[src/rtl/seq_frac_divider.sv]
// Iterative restoring fractional divider: quot = x*2^(DEN_W-NUM_W)*2^(Q_W-1) / y, BITS_PER_CYCLE bits/clock.
// Optional round-to-nearest on the normal path: define SEQ_FRAC_DIVIDER_ROUND_EN.
module seq_frac_divider #(
  parameter int NUM_W          = 8,
  parameter int DEN_W          = 32,
  parameter int Q_W            = 8,
  parameter int BITS_PER_CYCLE = 1
) (
  input  logic             clk,
  input  logic             rst_n,
  input  logic             in_valid,
  output logic             in_ready,
  input  logic [NUM_W-1:0] x,
  input  logic [DEN_W-1:0] y,
  output logic             out_valid,
  input  logic             out_ready,
  output logic [Q_W-1:0]   quot,
  output logic [DEN_W-1:0] rem,
  output logic             div_zero,
  output logic             ovf
);

  localparam int NSTEP = Q_W / BITS_PER_CYCLE;
  localparam int CNT_W = (NSTEP > 1) ? $clog2(NSTEP) : 1;

  typedef enum logic [1:0] {IDLE, RUN, DONE} state_e;

  state_e             state_q, state_d;
  logic [DEN_W-1:0]   y_q, y_d;
  logic [DEN_W:0]     r_q, r_d;
  logic [Q_W-1:0]     quot_q, quot_d;
  logic [DEN_W-1:0]   rem_q, rem_d;
  logic               dz_q, dz_d;
  logic               ovf_q, ovf_d;
  logic [CNT_W-1:0]   cnt_q, cnt_d;

  logic [DEN_W:0]     r_step;
  logic [Q_W-1:0]     q_step;
  logic [DEN_W-1:0]   xh;

  assign xh = DEN_W'(x) << (DEN_W - NUM_W);

  // One clock's worth of restoring steps; r < 2y holds throughout, so r-y fits DEN_W bits.
  always_comb begin
    r_step = r_q;
    q_step = quot_q;
    for (int i = 0; i < BITS_PER_CYCLE; i++) begin
      if (r_step >= {1'b0, y_q}) begin
        r_step = {1'b0, r_step[DEN_W-1:0] - y_q};
        q_step = {q_step[Q_W-2:0], 1'b1};
      end else begin
        q_step = {q_step[Q_W-2:0], 1'b0};
      end
      r_step = {r_step[DEN_W-1:0], 1'b0};
    end
  end

  always_comb begin
    state_d = state_q;
    y_d     = y_q;
    r_d     = r_q;
    quot_d  = quot_q;
    rem_d   = rem_q;
    dz_d    = dz_q;
    ovf_d   = ovf_q;
    cnt_d   = cnt_q;
    unique case (state_q)
      IDLE: begin
        if (in_valid) begin
          y_d   = y;
          cnt_d = '0;
          if (y == '0) begin
            dz_d    = 1'b1;
            ovf_d   = 1'b0;
            quot_d  = '1;
            rem_d   = '0;
            state_d = DONE;
          end else if ({1'b0, xh} >= {y, 1'b0}) begin
            dz_d    = 1'b0;
            ovf_d   = 1'b1;
            quot_d  = '1;
            rem_d   = '0;
            state_d = DONE;
          end else begin
            r_d     = {1'b0, xh};
            quot_d  = '0;
            rem_d   = '0;
            dz_d    = 1'b0;
            ovf_d   = 1'b0;
            state_d = RUN;
          end
        end
      end
      RUN: begin
        r_d    = r_step;
        quot_d = q_step;
        cnt_d  = cnt_q + CNT_W'(1);
        if (cnt_q == CNT_W'(NSTEP - 1)) begin
          // After the final shift r holds 2*rem, so the rounding guard compares r directly with y.
          rem_d   = r_step[DEN_W:1];
          cnt_d   = '0;
          state_d = DONE;
`ifdef SEQ_FRAC_DIVIDER_ROUND_EN
          if ((r_step >= {1'b0, y_q}) && !(&q_step))
            quot_d = q_step + Q_W'(1);
`endif
        end
      end
      DONE: begin
        if (out_ready) state_d = IDLE;
      end
      default: state_d = IDLE;
    endcase
  end

  always_ff @(posedge clk or negedge rst_n) begin
    if (!rst_n) begin
      state_q <= IDLE;
      y_q     <= '0;
      r_q     <= '0;
      quot_q  <= '0;
      rem_q   <= '0;
      dz_q    <= 1'b0;
      ovf_q   <= 1'b0;
      cnt_q   <= '0;
    end else begin
      state_q <= state_d;
      y_q     <= y_d;
      r_q     <= r_d;
      quot_q  <= quot_d;
      rem_q   <= rem_d;
      dz_q    <= dz_d;
      ovf_q   <= ovf_d;
      cnt_q   <= cnt_d;
    end
  end

  assign in_ready  = (state_q == IDLE);
  assign out_valid = (state_q == DONE);
  assign quot      = quot_q;
  assign rem       = rem_q;
  assign div_zero  = dz_q;
  assign ovf       = ovf_q;

endmodule

[config.mk]
export PLATFORM = sky130hd
export DESIGN_NAME = seq_frac_divider
export DESIGN_NICKNAME = d
export VERILOG_FILES = /design/src/rtl/seq_frac_divider.sv
export SDC_FILE = /design/constraint.sdc
export NUM_CORES = 1
export LEC_CHECK = 0
export BUFFER_PORTS_ARGS = -buffer_cell sky130_fd_sc_hd__buf_4
export CORE_UTILIZATION = 59
export DETAILED_ROUTE_END_ITERATION = 8
export PLACE_DENSITY_LB_ADDON = 0.15
export SKIP_CTS_REPAIR_TIMING = 1
export SLEW_MARGIN = 0
export SYNTH_ARGS = -nofsm -noshare
export SYNTH_HDL_FRONTEND = slang
export SYNTH_SLANG_ARGS = --single-unit
[constraint.sdc]
create_clock -name clk -period 3.2 [get_ports clk]
set_input_delay 0.48 -clock clk [delete_from_list [all_inputs] [get_ports clk]]
set_output_delay 0.48 -clock clk [all_outputs]
set_load 0.01 [all_outputs]
==> impl_metrics.tcl, run 1 <==
set metrics [dict create \
    status "finished clean" \
    synth_area_leader_cell "dfrtp_1" \
    dpl_cell_area_um2 7530 \
    reg2reg_from "r_q[6]" \
    synth-warning-count 0 \
    synth.net_count 848 \
    cp_top_family "compound AO/OA/AOI/OAI gates" \
    cts_tree "yes" \
    gr-usage-met1 0.406 \
    fin_setup_tns_ns 0 \
    max-cap-violations 0 \
    grt_pass1_vias 5685 \
    io_buffers 87 \
    r2r_cells 11 \
    ant_nets 0 \
    synth_cell_types 62 \
    grt_use_total 0.304 \
    layout_common_cells "131 x nand2_1, 111 x dfrtp_1, 100 x buf_4, 68 x o21ai_0, 51 x inv_1" \
    gp_congestion 0.919 \
    worst_setup_path_start_kind "register" \
    worst-path-max-fanout 27 \
    dieArea_um2 11800 \
    cts_root_buf "clkbuf_16" \
    drtIter0Drc 309 \
    finalSetupViolCount 0 \
    fin_cells 980 \
    fin_area_um2 7870 \
    worstMarginPinSlew_ns 1.28 \
    rsz0062_at_grt "false" \
    post_drt_wl_per_cell_um 17.2 \
    relSlewSlack 0.145 \
    finalNetCount 922 \
    min_period_ns 3.04 \
    crit_type "register to register" \
    crit_top_cell "a21oi_1" \
    grt_busiest_layer "met2" \
    yosysTopAreaCellShare 0.413 \
    numCtsBuffers 9 \
    ys_top_cells_by_area "dfrtp_1 41%, ha_1 7.8%, nand2_1 7.4%, o21ai_0 5.1%, mux2i_1 4.2%" \
    antenna_found_initial 0 \
    slowest_delay_ns 0.39 \
    met3_usage 0.0675 \
    ys_seq_elements 111 \
    htree_levels 3 \
    placedCellCount 963 \
    post_drt_via_cell_ratio 5.92 \
    hp-class "input pin to async pin" \
    diodes 0 \
    crit_chain "ha_1 -> a21oi_1 -> a21oi_1 -> o21ai_2 -> o41ai_4 -> a21oi_2 -> o31ai_4 -> a41oi_4 -> buf_12 -> mux2i_1 -> o21ai_1" \
    core_um2 11000 \
    grtUsageMet2 0.499 \
    path_clk_slew_ns 0.08 \
    syn_avg_cell_area_um2 8.83 \
    grt_max_degree 59 \
    fmaxAchievable_mhz 329 \
    clock-sinks 111 \
    num_vias 5799 \
    layout-drive-gt1-share 0.169 \
    hold_violations 0 \
    synth-edff-count 0 \
    ios 88 \
    slowest_stage "dfrtp_1" \
    clock_latency_ns 0.37 \
    crit_required_ns 3.40 \
    initial_core_util 0.612 \
    drv_slew 0 \
    dpl.hpwl_um 12300 \
    post-route-period-util 0.950 \
    die_y_um 109 \
    post-route-drc-count 0 \
    endpoint_kind "register" \
    grt_pass1_wl_um 27700 \
    nFillCells 833 \
    async_reset_ff_frac 1.00 \
    clock_path_buffers 2 \
    grt_overflow_total 0 \
    num_rows 38 \
    r2r_setup_slack_ns 0.16 \
    synth_area_um2 6720 \
    final_util 0.717 \
    synth_flop_cell "dfrtp_1" \
    area_growth_pct 17.1 \
    yosysSeqAreaShare 0.413 \
    cp.buffers_inverters 1 \
    synth_cells 761 \
    fp.dieW_um 109 \
    firstDrtPassIters 5 \
    critPathArrivalTime_ns 3.24 \
    final_common_cell "nand2_1" \
    wl_um 16800 \
    finalClockSkew_ns 0.00916 \
    timing.rr.end "r_q[32]" \
]
layer usage:
metal | share of wire | up-vias
li1 | - | 2823
met5 | 0 | -
met3 | 0.043 | 23
met1 | 0.47 | 2806
met4 | 0.015 | 0
met2 | 0.47 | 147
through the flow:
stage	hold WS [ns]	setup WS, ns
after detailed placement	0.470	0.0915
after global placement	0.463	0.263
after floorplan	0.184	0.475
final	0.161	0.160
after global routing	0.217	0.0237
after CTS	0.200	0.0894
Yosys cell counts (5+ instances only):
| cell type | n |
|---|---|
| nand3_1 | 6 |
| mux2i_1 | 28 |
| a21oi_1 | 46 |
| nand2b_1 | 6 |
| a211oi_1 | 10 |
| nor2_1 | 35 |
| nor3_1 | 9 |
| o21ai_0 | 68 |
| nor4_1 | 8 |
| o21bai_1 | 5 |
| dfrtp_1 | 111 |
| inv_1 | 51 |
| nand4_1 | 8 |
| o21ai_1 | 21 |
| ha_1 | 42 |
| o22ai_1 | 11 |
| a21o_1 | 14 |
| xnor2_1 | 13 |
| clkbuf_1 | 32 |
| nor2b_1 | 13 |
| nand2_1 | 132 |
| a221o_1 | 7 |
| o31ai_1 | 11 |
| xor2_1 | 14 |
worst reg2reg max path: stages (launching register included):
cell and delay, ns:
dfrtp_1 0.39, ha_1 0.38, a21oi_1 0.14, a21oi_1 0.22
o21ai_2 0.11, o41ai_4 0.38, a21oi_2 0.16, o31ai_4 0.30
a41oi_4 0.19, buf_12 0.23, mux2i_1 0.29, o21ai_1 0.10
registers in the layout, summed over array words and instances (netlist names):
signal,flops
r_q,32
rem,32
cnt_q,3
y_q,32
state_q,2
ovf,1
div_zero,1
quot,8
cells by family (layout without fill, tap and decap cells):
family                   Yosys count  after routing  share of synthesized area
AO/OA/AOI/OAI                    227            227                      0.215
adder cells (fa/ha/maj)           43             43                     0.0811
buffers and inverters             90            169                     0.0542
XOR/XNOR                          27             27                     0.0352
AND/OR/NAND/NOR                  231            231                      0.152
multiplexers                      32             32                     0.0489
flip-flops                       111            111                      0.413
how the worst max path moves through the flow:
stage	from	to	cells past startpoint
finish	r_q[6]	r_q[32]	11
global route	r_q[2]	r_q[5]	11
CTS	r_q[10]	r_q[6]	11
detailed placement	r_q[10]	r_q[6]	11
global placement	r_q[24]	r_q[32]	10
floorplan	y[29]	r_q[15]	10
cell type report:
type                            count  area [um^2]  area share
Timing Repair Buffer              102          791       0.100
Sequential cell                   111         2780       0.353
Clock inverter                      6         75.1     0.00954
Clock buffer                       10          229      0.0291
Inverter                           51          191      0.0243
Tap cell                          140          175      0.0223
Multi-Input combinational cell    560         3630       0.461
Power of run 1 is not shown: default switching activity piles up to over one toggle a cycle in this logic, so the estimate is an artifact.
==> inputs of run 2 (changes only) <==
==> constraint.sdc (replaced) <==
create_clock -name clk -period 3.2 [get_ports clk]
set_input_delay 0 -clock clk [delete_from_list [all_inputs] [get_ports clk]]
set_output_delay 0 -clock clk [all_outputs]
set_load 0.01 [all_outputs]
==> run 2 against run 1 <==
Compared with the run above: count of clock-buffer cells in the layout did not move; final cell count rose by 4.1%; critical endpoint is now rem[30]; design area rose by 5.0%; maximum frequency fell by 0.27%; clock skew rose by 0.00084 ns; utilization rose by 3.6 points; critical path depth rose by 1; hold slack got worse by 0.16 ns; wire length rose by 5.5%.
==> impl_metrics.tcl, run 2 (synthesis results as in run 1) <==
set metrics [dict create \
    die_y_um 109 \
    worst-path-max-fanout 27 \
    timing.rr.end "rem[30]" \
    core_um2 11000 \
    min_period_ns 3.05 \
    fp.dieW_um 109 \
    initial_core_util 0.612 \
    post-route-period-util 0.953 \
    finalClockSkew_ns 0.00999 \
    worst_setup_path_start_kind "register" \
    grt_use_total 0.300 \
    placedCellCount 963 \
    slowest_stage "dfrtp_1" \
    met1_length_um 7680 \
    finalNetCount 962 \
    grt_max_degree 87 \
    num_vias 6149 \
    layout_common_cells "132 x nand2_1, 111 x dfrtp_1, 102 x buf_4, 67 x o21ai_0, 51 x inv_1" \
    ios 88 \
    status "finished clean" \
    hp-class "input pin to register" \
    path_clk_slew_ns 0.07 \
    final_common_cell "nand2_1" \
    fin_area_um2 8270 \
    gp_congestion 0.919 \
    crit_type "register to register" \
    dpl_cell_area_um2 7520 \
    reg2reg_from "r_q[10]" \
    firstDrtPassIters 5 \
    fin_cells 1020 \
    worstMarginPinSlew_ns 1.08 \
    finalSetupViolCount 0 \
    htree_levels 3 \
    drtIter0Drc 407 \
    clock_path_buffers 2 \
    fmaxAchievable_mhz 328 \
    dpl.hpwl_um 12500 \
    dr_wl_met2_um 8430 \
    route.met3.wl_um 1230 \
    endpoint_kind "register" \
    wl_um 17700 \
    grt_pass1_vias 5633 \
    area_growth_pct 23.0 \
    crit_start "r_q[10]" \
    grt_overflow_total 0 \
    diodes 0 \
    dieArea_um2 11800 \
    grt_pass1_wl_um 27300 \
    clock_latency_ns 0.36 \
    worstHoldPathCells 4 \
    top_layer "met4" \
    fin_hold_ws_ns 0.00462 \
    nFillCells 791 \
    critPathArrivalTime_ns 3.24 \
    layout-drive-gt1-share 0.161 \
    antenna_found_initial 0 \
    max-cap-violations 0 \
    numCtsBuffers 9 \
    ant_nets 0 \
    num_rows 38 \
    holdCritStartpoint "in_valid" \
    post_drt_via_cell_ratio 6.03 \
    dp_slack_ns 0.172 \
    slowest_delay_ns 0.40 \
    fin_ws_ns 0.152 \
    io_buffers 87 \
    post_drt_wl_per_cell_um 17.4 \
    r2r_cells 12 \
    cts_root_buf "clkbuf_16" \
    r2r_setup_slack_ns 0.15 \
    cts_tree "yes" \
    hold_violations 0 \
    crit_chain "ha_1 -> nand2_1 -> o211ai_1 -> a21boi_2 -> o41ai_4 -> buf_4 -> a21oi_4 -> o31ai_4 -> a41oi_4 -> buf_12 -> mux2i_2 -> o21ai_0" \
    holdPathEnd "state_q[0]" \
    clock-sinks 111 \
    crit_required_ns 3.40 \
    relSlewSlack 0.278 \
    post-route-drc-count 0 \
    drv_slew 0 \
]
==> run 2: routing by layer <==
| layer | vias to the layer above | track usage |
|---|---|---|
| met2 | 217 | 0.473 |
| met1 | 2999 | 0.413 |
| li1 | 2902 | - |
| met4 | 0 | 0.0907 |
| met3 | 31 | 0.0663 |
| met5 | - | 0 |
==> run 2: layout make-up <==
| class | count | area, um^2 | area share |
|---|---|---|---|
| Timing Repair Buffer | 142 | 1180 | 0.142 |
| Inverter | 51 | 191 | 0.0232 |
| Tap cell | 140 | 175 | 0.0212 |
| Clock buffer | 10 | 229 | 0.0277 |
| Sequential cell | 111 | 2780 | 0.336 |
| Multi-Input combinational cell | 560 | 3640 | 0.440 |
| Clock inverter | 6 | 80.1 | 0.00969 |
==> run 2: per-stage QoR <==
step	setup TNS (ns)	utilization
after floorplan	0	-
after global placement	0	0.685
after detailed placement	0	0.685
after CTS	0	0.713
after global routing	-0.00448	0.753
final	0	0.753
==> run 2: worst max-delay path, delay by kind of cell (launching register included) <==
kind            cells  cell delay, ns
fa+ha+maj           1            0.40
mux                 1            0.31
simple gates        1            0.22
compound gates      7            1.12
buf+inv             2            0.42
flops               1            0.40
==> run 2: how the worst max path moves through the flow <==
stage               to  depth (start not counted)
6_report       rem[30]                         12
5_1_grt        rem[30]                         12
4_1_cts        rem[31]                         11
3_5_place_dp   rem[31]                         11
3_3_place_gp   rem[31]                         10
2_1_floorplan  r_q[10]                         13
Power of run 2 is left out for the same reason.
